===== config.mk =====
export PLATFORM = sky130hd
export DESIGN_NAME = jellyvl_etherneco_synctimer_slave_delay_insert
export DESIGN_NICKNAME = d
export VERILOG_FILES = /design/src/rtl/jellyvl_etherneco_pkg.sv /design/src/rtl/jellyvl_etherneco_delay_measure.sv /design/src/rtl/jellyvl_etherneco_synctimer_slave_delay_insert.sv
export SDC_FILE = /design/constraint.sdc
export NUM_CORES = 1
export LEC_CHECK = 0
export BUFFER_PORTS_ARGS = -buffer_cell sky130_fd_sc_hd__clkbuf_2
export CORE_ASPECT_RATIO = 1.4
export CORE_MARGIN = 3
export CORE_UTILIZATION = 62
export DETAILED_ROUTE_END_ITERATION = 8
export PLACE_DENSITY = 0.86
export SYNTH_ARGS = -nofsm -noshare
export SYNTH_HDL_FRONTEND = slang
export SYNTH_SLANG_ARGS = --single-unit

===== constraint.sdc =====
create_clock -name clk -period 6.7 [get_ports clk]
set_input_delay 0.67 -clock clk [delete_from_list [all_inputs] [get_ports clk]]
set_output_delay 0.67 -clock clk [all_outputs]
set_load 0.02 [all_outputs]

===== src/rtl/jellyvl_etherneco_pkg.sv =====
// rtl/jellyvl_etherneco_pkg.sv - shared types and helpers for the etherneco sync timer slave
package jellyvl_etherneco_pkg;

    typedef enum logic [0:0] {
        ST_IDLE    = 1'b0,
        ST_MEASURE = 1'b1
    } measure_state_t;

    localparam int DEFAULT_DELAY_BYTES = 4;
    typedef logic [8*DEFAULT_DELAY_BYTES-1:0] delay_t;

    localparam int OFFSET_WIDTH = 16;

    function automatic int slot_offset(input int header_bytes, input logic [7:0] node_id,
                                       input int delay_bytes);
        return header_bytes + int'({24'd0, node_id}) * delay_bytes;
    endfunction

endpackage


===== src/rtl/jellyvl_etherneco_delay_measure.sv =====
// rtl/jellyvl_etherneco_delay_measure.sv - ring round-trip delay measurement with timeout
module jellyvl_etherneco_delay_measure
    import jellyvl_etherneco_pkg::*;
#(
    parameter int DW             = 32,
    parameter int TIMEOUT_CYCLES = 2**20,
    parameter int LATENCY_COMP   = 0
) (
    input  logic          reset,
    input  logic          clk,
    input  logic [DW-1:0] current_time,
    input  logic          start,
    input  logic          stop,
    output logic [DW-1:0] delay_time,
    output logic          delay_valid,
    output logic          delay_timeout
);

    localparam int            CW        = $clog2(TIMEOUT_CYCLES + 1);
    localparam logic [CW-1:0] CNT_LIMIT = CW'(TIMEOUT_CYCLES - 1);
    localparam logic [DW-1:0] COMP      = DW'(LATENCY_COMP);

    measure_state_t state, state_next;
    logic [DW-1:0]  start_time, start_time_next;
    logic [CW-1:0]  cnt, cnt_next, cnt_inc;
    logic [DW-1:0]  diff, comp_delay;
    logic [DW-1:0]  delay_time_next;
    logic           delay_valid_next;
    logic           delay_timeout_next;

    always_ff @(posedge clk) begin
        if (reset) begin
            state         <= ST_IDLE;
            start_time    <= '0;
            cnt           <= '0;
            delay_time    <= '0;
            delay_valid   <= 1'b0;
            delay_timeout <= 1'b0;
        end else begin
            state         <= state_next;
            start_time    <= start_time_next;
            cnt           <= cnt_next;
            delay_time    <= delay_time_next;
            delay_valid   <= delay_valid_next;
            delay_timeout <= delay_timeout_next;
        end
    end

    always_comb begin
        state_next         = state;
        start_time_next    = start_time;
        cnt_next           = cnt;
        delay_time_next    = delay_time;
        delay_valid_next   = delay_valid;
        delay_timeout_next = 1'b0;
        cnt_inc            = cnt + 1'b1;

        // Modulo subtraction makes a wrap of the free-running timer harmless
        diff       = current_time - start_time;
        comp_delay = (diff < COMP) ? '0 : (diff - COMP);

        case (state)
            ST_IDLE: begin
            end
            ST_MEASURE: begin
                if (stop) begin
                    delay_time_next  = comp_delay;
                    delay_valid_next = 1'b1;
                    state_next       = ST_IDLE;
                end else begin
                    cnt_next = cnt_inc;
                    if (cnt_inc == CNT_LIMIT) begin
                        delay_timeout_next = 1'b1;
                        state_next         = ST_IDLE;
                    end
                end
            end
            default: state_next = ST_IDLE;
        endcase

        // A new start always re-arms, after any stop in the same cycle was consumed
        if (start) begin
            start_time_next    = current_time;
            cnt_next           = '0;
            state_next         = ST_MEASURE;
            delay_timeout_next = 1'b0;
        end
    end

endmodule


===== src/rtl/jellyvl_etherneco_synctimer_slave_delay_insert.sv =====
// rtl/jellyvl_etherneco_synctimer_slave_delay_insert.sv - measures ring delay and writes it into this node's frame slot
module jellyvl_etherneco_synctimer_slave_delay_insert
    import jellyvl_etherneco_pkg::*;
#(
    parameter int TIMER_WIDTH    = 64,
    parameter int DELAY_BYTES    = 4,
    parameter int HEADER_BYTES   = 2,
    parameter int MAX_NODES      = 32,
    parameter int TIMEOUT_CYCLES = 2**20,
    parameter int ACCUMULATE     = 0,
    parameter int LATENCY_COMP   = 0
) (
    input  logic                     reset,
    input  logic                     clk,
    input  logic [TIMER_WIDTH-1:0]   current_time,
    input  logic [7:0]               node_id,
    input  logic                     outer_rx_end,
    input  logic                     inner_rx_start,
    input  logic                     inner_rx_error,
    input  logic                     s_first,
    input  logic                     s_last,
    input  logic                     s_valid,
    input  logic [7:0]               s_data,
    output logic                     m_first,
    output logic                     m_last,
    output logic                     m_valid,
    output logic [7:0]               m_data,
    output logic [8*DELAY_BYTES-1:0] delay_time,
    output logic                     delay_valid,
    output logic                     delay_timeout
);

    localparam int DW = 8 * DELAY_BYTES;

    jellyvl_etherneco_delay_measure #(
        .DW             (DW),
        .TIMEOUT_CYCLES (TIMEOUT_CYCLES),
        .LATENCY_COMP   (LATENCY_COMP)
    ) u_measure (
        .reset         (reset),
        .clk           (clk),
        .current_time  (current_time[DW-1:0]),
        .start         (outer_rx_end),
        .stop          (inner_rx_start),
        .delay_time    (delay_time),
        .delay_valid   (delay_valid),
        .delay_timeout (delay_timeout)
    );

    if (TIMER_WIDTH > DW) begin : g_time_upper
        logic unused_time_upper;
        assign unused_time_upper = ^current_time[TIMER_WIDTH-1:DW];
    end

    logic [OFFSET_WIDTH-1:0] offset;
    logic                    carry;
    logic                    err_flag;
    logic                    in_frame;
    logic [DW-1:0]           snap_delay;
    logic                    snap_valid;

    logic                    frame_start;
    logic [OFFSET_WIDTH-1:0] beat_off;
    logic [OFFSET_WIDTH-1:0] offset_next;
    logic [DW-1:0]           cur_delay;
    logic                    cur_valid;
    logic                    cur_err;
    logic                    cur_active;
    logic                    node_ok;
    int                      slot_base;
    int                      slot_pos;
    int                      slot_k;
    logic                    in_slot;
    logic                    edit;
    logic [7:0]              ins_byte;
    logic                    carry_in;
    logic [8:0]              sum;
    logic [7:0]              out_data;
    logic                    carry_next;

    // The first beat uses the live measurement, later beats use the snapshot taken then
    always_comb begin
        frame_start = s_valid & s_first;
        beat_off    = frame_start ? '0 : offset;
        offset_next = (beat_off == '1) ? beat_off : beat_off + 1'b1;
        cur_delay   = frame_start ? delay_time : snap_delay;
        cur_valid   = frame_start ? delay_valid : snap_valid;
        cur_err     = (frame_start ? 1'b0 : err_flag) | inner_rx_error;
        cur_active  = frame_start | in_frame;
        node_ok     = int'({24'd0, node_id}) < MAX_NODES;

        slot_base = slot_offset(HEADER_BYTES, node_id, DELAY_BYTES);
        slot_pos  = int'({16'd0, beat_off}) - slot_base;
        in_slot   = (slot_pos >= 0) && (slot_pos < DELAY_BYTES);
        slot_k    = in_slot ? slot_pos : 0;

        edit     = s_valid & cur_active & cur_valid & node_ok & ~cur_err & in_slot;
        ins_byte = 8'(cur_delay >> (8 * slot_k));
        carry_in = (slot_k == 0) ? 1'b0 : carry;
        sum      = {1'b0, s_data} + {1'b0, ins_byte} + {8'd0, carry_in};

        out_data   = s_data;
        carry_next = frame_start ? 1'b0 : carry;
        if (edit) begin
            if (ACCUMULATE != 0) begin
                out_data   = sum[7:0];
                carry_next = sum[8];
            end else begin
                out_data = ins_byte;
            end
        end
    end

    always_ff @(posedge clk) begin
        if (reset) begin
            m_first    <= 1'b0;
            m_last     <= 1'b0;
            m_valid    <= 1'b0;
            m_data     <= '0;
            offset     <= '0;
            carry      <= 1'b0;
            err_flag   <= 1'b0;
            in_frame   <= 1'b0;
            snap_delay <= '0;
            snap_valid <= 1'b0;
        end else begin
            m_first <= s_first;
            m_last  <= s_last;
            m_valid <= s_valid;
            m_data  <= out_data;
            carry   <= carry_next;
            if (s_valid) begin
                offset   <= offset_next;
                in_frame <= cur_active & ~s_last;
            end
            if (frame_start) begin
                snap_delay <= delay_time;
                snap_valid <= delay_valid;
                err_flag   <= inner_rx_error;
            end else if (inner_rx_error) begin
                err_flag <= 1'b1;
            end
        end
    end

endmodule

# Yosys cells after proc, flatten, opt, wreduce, memory -nomap -nowiden
# Cells that the tools add are included.
dict set report op_classes {
  eq_ne 2
  n_addsub 5
  reduce_logical 6
  n_bitwise 13
  n_lt_le_gt_ge 4
  mux 15
  shifts 1
}
# op n
set ops {}
lappend ops {{two-way mux 32 bit} 2}
lappend ops {{less-than comparator 32 x 1 -> 1 bit, second input constant} 1}
lappend ops {{two-way mux 16 bit} 2}
lappend ops {{>> shifter 32 x 32 -> 8 bit} 1}
lappend ops {{subtractor 32 bit} 1}
lappend ops {{two-way mux 29 bit} 1}
lappend ops {{adder 21 x 1 -> 21 bit, second input constant} 1}
lappend ops {{equality test 21 x 20 -> 1 bit, second input constant} 1}
lappend ops {{>= comparator 17 x 1 -> 1 bit, second input constant} 1}
lappend ops {{less-than comparator 17 x 4 -> 1 bit, second input constant} 1}
lappend ops {{subtractor 16 x 11 -> 17 bit} 1}
lappend ops {{adder 16 x 1 -> 16 bit, second input constant} 1}
lappend ops {{equality test 16 bit, second input constant} 1}
lappend ops {{adder 2 x 10 -> 11 bit, first input constant} 1}
lappend ops {{two-way mux 1 bit} 9}
lappend ops {{less-than comparator 8 x 6 -> 1 bit, second input constant} 1}
lappend ops {{two-way mux 8 bit} 1}
lappend ops {{bitwise AND 1 bit} 7}
lappend ops {{inverter 1 bit} 4}
lappend ops {{AND reduction 2 bit} 2}
lappend ops {{OR reduction 4 bit} 1}
lappend ops {{bitwise OR 1 bit} 2}
lappend ops {{nonzero test 2 bit} 1}
lappend ops {{OR reduction 2 bit} 1}
lappend ops {{logical AND 1 bit} 1}
dict set report totals {
  regBits 150
  input_bits 88
}

# Longest topological paths before layout
dict set report logic_depth {
  word_depth 8
  mapped_depth 20
}

# By module
# From an unflattened synthesis, not the netlist that was laid out.
dict set report unflattened {
  hier_cells 1110
  hier_area_um2 8826.0
}
# mod seq_area_each_um2 n_inst area_each_um2 cells_each
set by_module_without_submodules {}
lappend by_module_without_submodules {jellyvl_etherneco_delay_measure 1761.7 1 5377.7 666}
lappend by_module_without_submodules {jellyvl_etherneco_synctimer_slave_delay_insert 1241.2 1 3448.3 444}

# Worst setup path before layout
# OpenSTA, ideal clock, no wires.
dict set report synth_timing {
  kind {input port to flip-flop}
  startpoint {input port s_valid}
  endpoint {register m_data[6]}
  path_slack_ns 2.145
  required_ns 6.616
  path_buffers 4
  setup_time_ns 0.084
  cell_stages 18
  t_arrival_ns 4.470
  path_cell_list {buf_4 > nand2_2 > clkbuf_1 > clkbuf_1 > nand2_1 > ha_1 > inv_1 > ha_1 > nor2b_1 > a311o_2 > a211oi_2 > o21a_1 > o21ba_2 > mux2i_1 > buf_2 > o31ai_1 > and3_1 > o31ai_2}
}
dict set report synth_between {
  elab_chain_cells 8
}
# element line_no
set synth_rtl {}
lappend synth_rtl {{from (decl)} jellyvl_etherneco_synctimer_slave_delay_insert.sv:22} ;# input logic s_valid,
lappend synth_rtl {{bitwise AND 1 bit} jellyvl_etherneco_synctimer_slave_delay_insert.sv:83} ;# frame_start = s_valid & s_first;
lappend synth_rtl {{two-way mux 16 bit or bitwise OR 1 bit (tied branches)} {jellyvl_etherneco_synctimer_slave_delay_insert.sv:84, jellyvl_etherneco_synctimer_slave_delay_insert.sv:89}}
lappend synth_rtl {{subtractor 16 x 11 -> 17 bit or bitwise AND 1 bit (tied branches)} {jellyvl_etherneco_synctimer_slave_delay_insert.sv:93, jellyvl_etherneco_synctimer_slave_delay_insert.sv:97}}
lappend synth_rtl {{>= comparator 17 x 1 -> 1 bit, or another cell as far along} jellyvl_etherneco_synctimer_slave_delay_insert.sv:94} ;# in_slot = (slot_pos >= 0) && (slot_pos < DELAY_BYTES);
lappend synth_rtl {{logical AND 1 bit or bitwise AND 1 bit (tied branches)} {jellyvl_etherneco_synctimer_slave_delay_insert.sv:94, jellyvl_etherneco_synctimer_slave_delay_insert.sv:97}}
lappend synth_rtl {{two-way mux 29 bit or bitwise AND 1 bit (tied branches)} {jellyvl_etherneco_synctimer_slave_delay_insert.sv:95, jellyvl_etherneco_synctimer_slave_delay_insert.sv:97}}
lappend synth_rtl {{>> shifter 32 x 32 -> 8 bit or bitwise AND 1 bit (tied branches)} {jellyvl_etherneco_synctimer_slave_delay_insert.sv:98, jellyvl_etherneco_synctimer_slave_delay_insert.sv:97}}
lappend synth_rtl {{two-way mux 8 bit *} jellyvl_etherneco_synctimer_slave_delay_insert.sv:104} ;# if (edit) begin
lappend synth_rtl {{to (signal assigned)} jellyvl_etherneco_synctimer_slave_delay_insert.sv:130} ;# m_data <= out_data;
lappend synth_rtl {{to (decl)} jellyvl_etherneco_synctimer_slave_delay_insert.sv:27} ;# output logic [7:0] m_data,
# Mark *: on every way between the ends. The rest lies on a longest branch, timed or not.
# A chain may end at the register's enable or synchronous reset.

# Worst setup path in the final report
dict set report layout_timing {
  startpoint {input port s_valid}
  endpoint {register m_data[2]}
}
# Same word-level chain as after synthesis.

==> summary.md <==
The flow ran to the end, and the final reports show no timing, DRC or antenna violations. The most used flip-flop cell after synthesis is dfxtp_1. The worst hold slack was 0.4457 ns; the timing-limited maximum frequency was 211.2 MHz.

Summing all non-filler instances in the final layout gives an area of 0.009847 mm^2. The initial antenna violation count is 0, and the instance area at placement is 0.009245 mm^2. During synthesis, Yosys emitted a total of 0 warnings. After clock tree synthesis, the clock-pin slew on the worst setup and hold paths is 0.06 ns. The kind of cell with the highest combined delay along the critical path is compound AO/OA/AOI/OAI gates. After detailed placement, the design holds a cell count of 1329.

The maximum vdd drop was 0.1717 mV; the number of flops mapped to enable cells by yosys was 0. Synthesis produced 1091 cells. For this design the ratio of total power to cell area is 234.2 mW/mm^2. From synthesis to final layout, the design area changed by 13.53%. The total detailed-routing wirelength was 21.56 mm. Setup repair after global routing left no endpoint under its margin.

Of the total power, the share spent switching nets is 28.62%. The type of the worst setup path was in2reg. The worst path required time was 6.99 ns. The tools report the number of max-slew violations in the final report as 0. Of all cell types, the one taking the most synthesized area is dfxtp_1. Timing analysis after detailed placement gives a worst setup slack of 1.604 ns.

For the netlist area before placement, the log shows 0.008673 mm^2. The post-cts repair resize count was 0; the height of the chip was 145.9 um. Counting both buffers and inverters, the worst setup path holds a total of 3. Walking the worst path, the cells encountered are clkbuf_2 > nand2_2 > buf_4 > nand2_1 > ha_1 > inv_1 > ha_1 > nor2b_1 > a311o_2 > a211oi_2 > o21bai_1 > a221oi_2 > o211a_1 > nand2_1 > o211ai_1 > o31ai_2. After global routing the overflow that remains totals 0. Per report_power, the combinational group accounts for 16.6% of the total. The clock drives 150 sinks. The floorplan has 50 rows. By area the synthesized netlist is led by dfxtp_1, ha_1, nand2_1. The share of cells above drive strength 1 came out at 14.25%. In this run the remaining antenna-violating nets after routing total 0. Of the synthesized area, sequential elements account for 34.62%. The type of element launching the critical path is an input port.

Global-route wire length before repair: 36.23 mm. The layout has 1054 filler cells. For this run, the share of the core covered by cells in the final layout is 72.87%. The run gives 0.42 ns as the clock latency reported for the late side of the worst-skew pair.

The final worst clock skew is 0.01360 ns. The final worst-path cycle share is 70.68%. The number of antenna diodes in the final layout is 0. The run gives 5.03 ns as the data arrival time at the worst-slack endpoint. The detailed router placed 8161 vias in this run.

The die covers 0.01546 mm^2. Synthesis instantiated 72 different standard cells from the library. The count of unresolved DRC violations after routing was 0. The master of the slowest instance on the critical path is nand2_2. The number of global-route vias before repair is 7988, and the clock network fraction of design power is 42.2%. From left edge to right edge, the die measures 106.0 um. The H-tree depth reported by CTS was 4.

For this run, asynchronously set or reset flops after synthesis account for 0%. For this run, the number of standard cells in the final layout without fillers is 1361. The routability congestion estimate is 0.9081. Clock period minus worst slack: 4.735 ns. The root buffer cell chosen for the clock tree is clkbuf_16.

The run gives 5 as the first-pass iteration count of the detailed router. The number of clock buffers added by TritonCTS is 17. The worst setup path is captured at a flop. During placement, the flow inserted port buffers numbering 100.

In the routed layout, each cell is associated on average with a via count of 5.996. In this design, the stage delay of the slowest critical-path cell is 0.57 ns. The clock passes through at most 2 buffers. The completed layout was analyzed and its total power is 2.306 mW. The mean area per synthesized cell was 7.950 um^2. In this run the standard cell core region covers 0.01351 mm^2.

In this run the worst path has a maximum fanout of 39. For the count of endpoints failing setup in the final report, the log shows 0. For the count of hold buffers inserted by post-cts repair, the log shows 0.

The tools report the aggregate negative setup slack as 0 ns. TritonCTS built the clock tree. 133 I/O pins were placed.

The global routing usage summed across all routing layers is 28.22%, and the final worst setup slack is 1.965 ns. The worst hold path belongs to the class in2reg. The share of the synthesized area in the top cell type was 34.62%; the post-synth net total was 1231.

After the first detailed-routing iteration, the DRC count stood at 539. After clock tree synthesis, the setup repair step added 0 buffers. The logs give 64.19% for the starting density of the core and 3.961 nW for the standby leakage power. Hold violation count in the final report: 0. The max capacitance violation total is 0.

The estimated wirelength of the detail-placed design is 15.37 mm. The pin count of the biggest net entering global routing was 87; the number of synthesized register bits was 150. Summed over all nets, the switching power comes to 0.6600 mW. The tools report the sequential cell fraction of total power as 41.2%. In this run the tightest slew margin relative to its limit is 27.60%. The wire length per cell after detailed routing works out to 15.84 um. The pin slew with the least headroom to its limit is 1.086 ns. Cell internal power was estimated by the tool at 1.646 mW. After the last flow step, the layout net total stands at 1306.
==> power by group through the flow <==
stage | clock, mW | combinational [mW] | sequential, mW
6_report | 0.974 | 0.382 | 0.950
5_1_grt | 1.02 | 0.426 | 0.953
4_1_cts | 0.981 | 0.380 | 0.949
3_5_place_dp | 0 | 0.375 | 0.969
3_3_place_gp | 0 | 0.368 | 0.968
2_1_floorplan | 0 | 0.264 | 0.979
==> worst paths after layout <==
| path | from | slack (ns) | cells past startpoint | end |
|---|---|---|---|---|
| setup / recovery | s_valid | 1.96 | 16 | m_data[2] |
| setup reg to reg | offset[5] | 2.47 | 14 | m_data[2] |
| hold reg to reg | snap_delay[17] | 0.46 | 2 | snap_delay[17] |
| hold / removal | s_last | 0.45 | 2 | in_frame |
==> metal layers <==
layer | share of wire [%] | vias to the layer above | GRT usage (%)
li1 | - | 4004 | -
met1 | 39 | 3797 | 30.87
met2 | 51 | 276 | 51.21
met3 | 5.0 | 84 | 4.838
met4 | 4.6 | 0 | 15.17
met5 | 0 | - | 0
==> flip-flops by register name, summed over array words and instances, names as in the netlist <==
signal and count:
m_last 1, snap_delay 32, snap_valid 1, err_flag 1, offset 16, u_measure.delay_time 32, u_measure.start_time 32, m_first 1
u_measure.state 1, u_measure.delay_timeout 1, m_data 8, in_frame 1, u_measure.delay_valid 1, m_valid 1, u_measure.cnt 21
==> cells in the mapped netlist, drive strengths merged, types with 12 or more instances <==
library cell and number:
a21o 16, a21oi 91, and2 12, and3 16, clkbuf 41, dfxtp 150, ha 51, inv 60
mux2i 36, nand2 154, nand3 33, nand4 16, nor2 114, nor3 21, nor4 13, o211ai 15
o21a 19, o21ai 28, o31ai 19, xnor2 30, xor2 21
==> cells in the final DEF, fill, tap and decap left out, types with 30 or more instances in the layout <==
master    count
clkbuf_2     99
mux2i_1      36
nand3_1      33
a21oi_1      91
inv_1        60
dfxtp_1     150
nor2_1      113
nand2_1     153
xnor2_1      30
ha_1         51
==> kinds of logic (layout without fill, tap and decap cells) <==
kind of cell | Yosys count | count (layout) | share of synthesized area (%)
and+or+nand+nor | 425 | 425 | 22.66
AOI/OAI and AO/OA | 263 | 263 | 20.53
DFF | 150 | 150 | 34.62
buffers and inverters | 113 | 201 | 5.164
adders and majority gates | 52 | 52 | 7.588
xor gates and xnor gates | 51 | 51 | 5.150
muxes | 37 | 37 | 4.285
==> final cells by class <==
class	count	area (um^2)	share of cell area, %
inverters	61	229.0	2.325
clock buffers	18	439.2	4.460
flip-flops and latches	150	3003	30.50
repair buffers	108	563.0	5.718
multi-input cells	828	5223	53.04
well taps	182	227.7	2.313
clock inverters	14	162.7	1.652
Note: power is estimated with default switching activity, not from simulation.
